**config.mk**
```make
export PLATFORM = sky130hd
export DESIGN_NAME = reset_pulse_gen
export DESIGN_NICKNAME = d
export VERILOG_FILES = /design/src/rtl/reset_pulse_pkg.sv /design/src/rtl/req_filter.sv /design/src/rtl/reset_pulse_gen.sv
export SDC_FILE = /design/constraint.sdc
export NUM_CORES = 1
export LEC_CHECK = 0
export BUFFER_PORTS_ARGS = -buffer_cell sky130_fd_sc_hd__clkbuf_2
export CORE_ASPECT_RATIO = 1.5
export CORE_MARGIN = 4
export CORE_UTILIZATION = 48
export CTS_CLUSTER_SIZE = 12
export DETAILED_ROUTE_END_ITERATION = 10
export PLACE_DENSITY = 0.8
export SLEW_MARGIN = 20
export SYNTH_ARGS = -nofsm -noshare
export SYNTH_HDL_FRONTEND = slang
export SYNTH_SLANG_ARGS = --single-unit
export TNS_END_PERCENT = 50
```
**constraint.sdc**
```tcl
create_clock -name clk -period 2.24 [get_ports clk]
set_input_delay 0.336 -clock clk [delete_from_list [all_inputs] [get_ports clk]]
set_output_delay 0.336 -clock clk [all_outputs]
set_load 0.005 [all_outputs]
```
**src/rtl/reset_pulse_pkg.sv**
```systemverilog
// Shared definitions for the reset pulse generator: FSM state encoding and
// default timing values.
package reset_pulse_pkg;

  typedef enum logic [1:0] {
    IDLE   = 2'd0,
    ASSERT = 2'd1,
    GAP    = 2'd2
  } state_e;

  localparam int unsigned DEF_PULSE_W  = 16;
  localparam int unsigned DEF_GAP_W    = 8;
  localparam int unsigned DEF_FILT_LEN = 3;

endpackage

```
**src/rtl/req_filter.sv**
```systemverilog
// External request conditioning: 2-flop synchronizer, FILT_LEN-sample
// hysteresis filter, and a registered one-cycle event on the filtered 0->1 edge.
module req_filter
  import reset_pulse_pkg::*;
#(
  parameter int unsigned FILT_LEN = DEF_FILT_LEN
) (
  input  logic clk,
  input  logic rstb,
  input  logic raw_i,
  output logic evt_o
);

  localparam int unsigned FCW = (FILT_LEN > 1) ? $clog2(FILT_LEN) : 1;

  logic           s1_q, s2_q;
  logic           lvl_q, lvl_d;
  logic           evt_q;
  logic [FCW-1:0] fcnt_q, fcnt_d;

  // Bring the asynchronous raw request into the clock domain.
  always_ff @(posedge clk or negedge rstb) begin
    if (!rstb) begin
      s1_q <= 1'b0;
      s2_q <= 1'b0;
    end else begin
      s1_q <= raw_i;
      s2_q <= s1_q;
    end
  end

  // Count consecutive samples that disagree with the level; flip on the last one.
  always_comb begin
    lvl_d  = lvl_q;
    fcnt_d = '0;
    if (s2_q != lvl_q) begin
      if (fcnt_q == FCW'(FILT_LEN - 1)) begin
        lvl_d = ~lvl_q;
      end else begin
        fcnt_d = fcnt_q + 1'b1;
      end
    end
  end

  // Filter state plus a registered rising-edge event.
  always_ff @(posedge clk or negedge rstb) begin
    if (!rstb) begin
      lvl_q  <= 1'b0;
      fcnt_q <= '0;
      evt_q  <= 1'b0;
    end else begin
      lvl_q  <= lvl_d;
      fcnt_q <= fcnt_d;
      evt_q  <= lvl_d & ~lvl_q;
    end
  end

  assign evt_o = evt_q;

endmodule

```
**src/rtl/reset_pulse_gen.sv**
```systemverilog
// Reset pulse generator for the PAD reset line. Issues fixed-width active-low
// pulses on power-up, sw_req, or a filtered ext_req_raw edge, with a guaranteed
// high gap between pulses and at most one queued request.
// Optional watchdog: define RESET_WDT_EN to add wdt_kick and an idle timeout.
module reset_pulse_gen
  import reset_pulse_pkg::*;
#(
  parameter int unsigned PULSE_W     = DEF_PULSE_W,
  parameter int unsigned GAP_W       = DEF_GAP_W,
  parameter int unsigned FILT_LEN    = DEF_FILT_LEN,
  parameter int unsigned CNT_W       = 8
`ifdef RESET_WDT_EN
  ,
  parameter int unsigned WDT_TIMEOUT = 200
`endif
) (
  input  logic             clk,
  input  logic             rstb,
  input  logic             sw_req,
  input  logic             ext_req_raw,
`ifdef RESET_WDT_EN
  input  logic             wdt_kick,
`endif
  output logic             pad_rstb,
  output logic             busy,
  output logic             done,
  output logic [CNT_W-1:0] pulse_cnt,
  output state_e           dbg_state_o
);

  localparam int unsigned MAXW = (PULSE_W > GAP_W) ? PULSE_W : GAP_W;
  localparam int unsigned CW   = ($clog2(MAXW) > 0) ? $clog2(MAXW) : 1;

  state_e          state_q, state_d;
  logic [CW-1:0]   cnt_q, cnt_d;
  logic            pend_q, pend_d;
  logic            pad_q;
  logic            first_q;
  logic [CNT_W-1:0] pcnt_q;
  logic            ext_evt;
  logic            req;
  logic            cnt_inc;

  req_filter #(.FILT_LEN(FILT_LEN)) u_ext_filter (
    .clk   (clk),
    .rstb  (rstb),
    .raw_i (ext_req_raw),
    .evt_o (ext_evt)
  );

`ifdef RESET_WDT_EN
  localparam int unsigned WW = $clog2(WDT_TIMEOUT + 1);

  logic [WW-1:0] wdt_q, wdt_d;
  logic          wdt_req;

  // Idle watchdog: counts only in IDLE, a kick in the timeout cycle suppresses the request.
  always_comb begin
    wdt_d   = '0;
    wdt_req = 1'b0;
    if (state_q == IDLE && !wdt_kick) begin
      wdt_d   = wdt_q + 1'b1;
      wdt_req = (wdt_q == WW'(WDT_TIMEOUT - 1));
    end
  end

  // Watchdog counter register.
  always_ff @(posedge clk or negedge rstb) begin
    if (!rstb) wdt_q <= '0;
    else       wdt_q <= wdt_d;
  end

  assign req = sw_req | ext_evt | wdt_req;
`else
  assign req = sw_req | ext_evt;
`endif

  // Next-state logic: pulse/gap timing and the single pending request slot.
  always_comb begin
    state_d = state_q;
    cnt_d   = cnt_q;
    pend_d  = pend_q;
    case (state_q)
      IDLE: begin
        cnt_d = '0;
        if (req || pend_q) begin
          state_d = ASSERT;
          pend_d  = 1'b0;
        end
      end
      ASSERT: begin
        if (req) pend_d = 1'b1;
        if (cnt_q == CW'(PULSE_W - 1)) begin
          state_d = GAP;
          cnt_d   = '0;
        end else begin
          cnt_d = cnt_q + 1'b1;
        end
      end
      GAP: begin
        if (cnt_q == CW'(GAP_W - 1)) begin
          cnt_d = '0;
          // A request landing on the last gap cycle is served directly.
          if (pend_q || req) begin
            state_d = ASSERT;
            pend_d  = 1'b0;
          end else begin
            state_d = IDLE;
          end
        end else begin
          cnt_d = cnt_q + 1'b1;
          if (req) pend_d = 1'b1;
        end
      end
      default: begin
        state_d = IDLE;
        cnt_d   = '0;
        pend_d  = 1'b0;
      end
    endcase
  end

  // Pulse counter steps on ASSERT entry; the power-up pulse is counted on the first edge.
  always_comb begin
    cnt_inc = first_q || (state_d == ASSERT && state_q != ASSERT);
  end

  // State, timers, registered pad output and saturating pulse count.
  always_ff @(posedge clk or negedge rstb) begin
    if (!rstb) begin
      state_q <= ASSERT;
      cnt_q   <= '0;
      pend_q  <= 1'b0;
      pad_q   <= 1'b0;
      first_q <= 1'b1;
      pcnt_q  <= '0;
    end else begin
      state_q <= state_d;
      cnt_q   <= cnt_d;
      pend_q  <= pend_d;
      pad_q   <= (state_d != ASSERT);
      first_q <= 1'b0;
      if (cnt_inc && pcnt_q != {CNT_W{1'b1}}) pcnt_q <= pcnt_q + 1'b1;
    end
  end

  assign pad_rstb    = pad_q;
  assign busy        = (state_q != IDLE);
  assign done        = (state_q == GAP) && (cnt_q == CW'(GAP_W - 1));
  assign pulse_cnt   = pcnt_q;
  assign dbg_state_o = state_q;

endmodule

```
Word-level counts from Yosys, hierarchy flattened
Cells that the tools add are included.

Bits in registers: 23. Latch bits: 0. RAM bits: 0. ROM bits: 0. Input port bits: 4. Output and inout port bits: 13. Memories: 0.

$add $sub $neg: 3. Multiply operators: 0. Div/mod/pow operators: 0. $lt $le $gt $ge: 0. Equal/unequal tests: 10. Shift-type cells: 0. Mux-type cells: 16. Bitwise operators: 3. Reductions and logical operators: 7.

Operator list (number): 2-to-1 mux 2 bit (5); adder 8 x 1 -> 8 bit, second input constant (1); 2-to-1 mux 4 bit (2); inequality test 8 bit, second input constant (1); case mux 4 bit (2 select lines) (1); 2-to-1 mux 1 bit (6); case mux 2 bit (3 select lines) (1); adder 4 x 1 -> 4 bit, second input constant (1); == test 2 x 1 -> 1 bit, second input constant (2); == test 2 bit, second input constant (2); == test 4 x 3 -> 1 bit, second input constant (1); == test 4 bit, second input constant (1); inequality test 2 x 1 -> 1 bit, second input constant (2); logical AND 1 bit (3); case mux 1 bit (3 select lines) (1); adder 2 x 1 -> 2 bit, second input constant (1); zero test 2 bit (1); logical OR 1 bit (2); nonzero test 2 bit (1); AND 1 bit (1); inequality test 1 bit (1); inverter 1 bit (1); OR 1 bit (1).

Depth between registers and ports, before layout
Word-level depth: 9. Gate-level depth with buffers: 7. Mapped depth without buffers: 7.

Hierarchy
Synthesis repeated with hierarchy kept, for this count alone.

Cell total of the unflattened synthesis: 93. Area total of the unflattened synthesis: 1091.0 um^2.

By module, submodules not included: reset_pulse_gen (times used 1, cells an instance 81, area an instance 880.8 um^2, seq. area each 427.9 um^2); req_filter (times used 1, cells an instance 12, area an instance 210.2 um^2, seq. area each 150.1 um^2).

Worst setup path after synthesis
No wires, ideal clock.

Kind: register to register. Start point: register state_q[0], in the netlist dbg_state_o[0]. End point: register pcnt_q[1], in the netlist pulse_cnt[1]. Setup time: 0.128 ns. Arrival: 1.969 ns. Path slack: 0.143 ns. Cell stages (with the launch flop): 8. Period minus slack after synthesis: 2.097 ns. Cells stage by stage: dfstp_2 inv_1 ha_1 and4b_1 nor4_2 o211a_4 o21ai_4 mux2_1.

Longest elaborated chain between the ends: 6. Elaborated cells between the ends (all ways): 12. Those cells by class: eq/ne (4); mux (4); reduce/logical (4).

RTL lines: start, declared (line reset_pulse_gen.sv:34) `state_e state_q, state_d;`; start signal, assigned (line reset_pulse_gen.sv:138) `state_q <= state_d;`; == test 2 bit, or another cell as far along (line reset_pulse_gen.sv:83) `case (state_q)`; case mux 2 bit (3 select lines) (line reset_pulse_gen.sv:83); == test 2 x 1 -> 1 bit (line reset_pulse_gen.sv:125) `cnt_inc = first_q || (state_d == ASSERT && state_q != ASSERT);`; logical AND 1 bit (*) (line reset_pulse_gen.sv:125); logical OR 1 bit (*) (line reset_pulse_gen.sv:125); logical AND 1 bit (*) (line reset_pulse_gen.sv:143) `if (cnt_inc && pcnt_q != {CNT_W{1'b1}}) pcnt_q <= pcnt_q + 1'b1;`; end signal, assigned (line reset_pulse_gen.sv:143); end, declared (line reset_pulse_gen.sv:39) `logic [CNT_W-1:0] pcnt_q;`.

Mark *: on every way between the ends. The rest lies on a longest branch, timed or not. A chain may end at the register's enable or synchronous reset.

Final worst setup path
Same ends and word-level chain as after synthesis.

==> flow_summary.yaml <==
outcome:
  outcome: "finished, final reports clean"
synth:
  netlist_instances: 104
  synth_top_family_by_area: "simple AND/OR/NAND/NOR gates"
  synthSimpleGateAreaFrac: 0.223
  syn_area_mm2: 0.00118
  async_reset_ff_frac: 1.00
  yosys.cell_count.top_type: "dfrtp_1"
  synth_fa_ha_area_frac: 0.0634
  synthXorXnorAreaFrac: 0.0370
  synth_cell_type_count: 44
  synth-compound-area-share: 0.139
  synthesis.nets: 114
  yosysWarnings: 0
  synth-edff-count: 0
  netlist_top_cells_count: "dfrtp_1, nor2_1, nand2_1"
  synth-seq-cells: 23
  synth_largest_area_cell: "dfrtp_1"
  synthMuxAreaShare: 0.0275
  syn_area_per_cell_um2: 11.4
  yosysTopAreaCellShare: 0.444
  yosysSeqAreaShare: 0.488
  synth_ff_type: "dfrtp_1"
  synth_area_leaders: "dfrtp_1, ha_1, dfstp_2"
timing:
  timing.hold.ws_ps: 118
  min_period_ps: 2160
  finalMaxSlewViolations: 0
  worstMarginPinSlew_ps: 559
  max_freq_mhz: 463
  period_share: 0.964
  clock_skew_ps: 3.03
  tns_ps: 0
  finalSetupViolCount: 0
  slew_headroom: 0.627
  hold_viol: 0
clock_tree:
  cts_tree: "done"
  clk_pin_slew_ps: 120
  clock-root-buffer: "clkbuf_4"
  cts_sinks: 23
  clock_path_buffers: 2
  clk-insertion-delay-late_ps: 320
  cts_inserted_buffers: 3
  h-tree-depth: 1
worst_setup_path:
  path_cells: "inv_1 -> ha_4 -> and4b_1 -> nor4_2 -> o211a_4 -> o21ai_4 -> mux2_1"
  setup.worst_path.end_class: "flip-flop"
  cp.arrival_ps: 2370
  critPathMaxFanout: 7
  r2r_start: "dbg_state_o[0]"
  start_kind: "flip-flop"
  required_ps: 2450
  slowest_stage: "dfstp_2"
  cp-endpoint: "pulse_cnt[1]"
  critPathBufInv: 1
  cp_slowest_stage_delay_ps: 570
  worstSetupStartpoint: "dbg_state_o[0]"
  path_depth: 7
  timing.rr.end: "pulse_cnt[1]"
  crit_type: "reg2reg"
  r2r_slack_ps: 80
  rr_worst_depth: 7
  crit_family: "flip-flops"
route:
  dr.pass1.iters: 4
  drcViolationCount: 0
  final_antenna_net_count: 0
  wire_per_inst_um: 14.7
  vias: 886
  wl_mm: 2.22
  via_per_inst: 5.87
  drt_iter0_drc: 29
global_routing:
  grt.total_usage: 0.152
  grt_pass1_vias: 923
  grt-ovfl-total: 0
  grt_pass1_wl_mm: 3.95
  antenna_found_initial: 0
  grt_max_degree: 24
die:
  dieArea_mm2: 0.00334
  coreArea_mm2: 0.00229
  rows: 21
  fp.dieW_um: 48.6
  start_util: 0.518
  die_y_um: 68.9
  io_pins: 17
placement:
  port_buffers: 16
  gp_routability_congestion: 0.835
  dp_cells: 144
  placement.cell_area_mm2: 0.00130
  dp_hpwl_mm: 1.68
power:
  leakage_nw: 0.638
  p_per_area_mw_per_mm2: 1180
  peakVddDrop_v: 0.000533
final_layout:
  nNetsFinal: 139
  final_area_mm2: 0.00137
  diodes: 0
  post-route-util: 0.598
  layout-drive-gt1-share: 0.305
  area_delta_synth_final_pct: 15.3
  fillers: 199
  instances_no_fill: 151
hold_path:
  whs_path_depth: 1
  holdCritPathClass: "in2reg"
flow_run:
  maxCapViolCount: 0
-- kinds of logic after synthesis --
family | after synthesis
DFF | 23
other | 1
buffers and inverters | 6
muxes | 3
AOI/OAI and AO/OA | 17
and+or+nand+nor | 43
xor gates and xnor gates | 5
adders and majority gates | 6
-- area by class of cell --
| cell class | count | area (um2) | area share |
|---|---|---|---|
| clock buffers | 3 | 22.5 | 0.0165 |
| clock inverters | 1 | 5.00 | 0.00366 |
| inverters | 6 | 22.5 | 0.0165 |
| multi-input cells | 75 | 597 | 0.437 |
| flip-flops and latches | 23 | 578 | 0.423 |
| well taps | 23 | 28.8 | 0.0211 |
| repair buffers | 20 | 113 | 0.0824 |
-- power by group --
part | total (mW) | internal, mW | switching [mW]
sequential | 0.716 | 0.569 | 0.147
clock | 0.190 | 0.0669 | 0.123
combinational | 0.706 | 0.341 | 0.365
total | 1.61 | 0.977 | 0.635
-- per-stage QoR --
step | setup WS [ps] | total power, mW
3_5_place_dp | 2.75 | 1.42
6_report | 80.7 | 1.61
2_1_floorplan | 143 | 1.18
4_1_cts | 22.1 | 1.62
3_3_place_gp | 94.1 | 1.37
5_1_grt | -6.54 | 1.75
-- state kept, by name, summed over array words and instances, names as in the netlist, 2 cells and up --
name                 count
u_ext_filter.fcnt_q      2
pulse_cnt                8
cnt_q                    4
dbg_state_o              2
-- layer usage --
| metal | routed length [um] | global-route usage | vias up |
|---|---|---|---|
| met5 | 0 | 0 | - |
| met4 | 77 | 0.0943 | 0 |
| met3 | 117 | 0.0151 | 7 |
| met2 | 1140 | 0.284 | 32 |
| met1 | 888 | 0.163 | 430 |
| li1 | - | - | 417 |
-- placed cells by master (no fill, tap or decap), drive strengths merged, types with 3 or more instances in the layout --
master and instances:
and2 3, buf 3, clkbuf 19, dfrtp 21
ha 6, inv 6, nand2 7, nand3 3
nor2 11, nor3 7, xnor2 4
-- worst min-delay path by stage --
stage | start | to | slack [ps]
finish | ext_req_raw | u_ext_filter.s1_q | 120
global route | ext_req_raw | u_ext_filter.s1_q | 100
CTS | ext_req_raw | u_ext_filter.s1_q | 110
detailed placement | u_ext_filter.s1_q | u_ext_filter.s2_q | 340
global placement | u_ext_filter.s1_q | u_ext_filter.s2_q | 330
floorplan | rstb | cnt_q[0] | 40
-- repair_timing --
action                                  4_1_cts  5_1_grt
setup buffers                                 1        1
resized for setup                             0        2
endpoints found under the setup margin        1        1
pin swaps                                     0        1
cloned                                        0        0
hold endpoints to repair                     11        0
hold buffers                                  1        0
No activity file was read; power rests on OpenSTA's default activity.
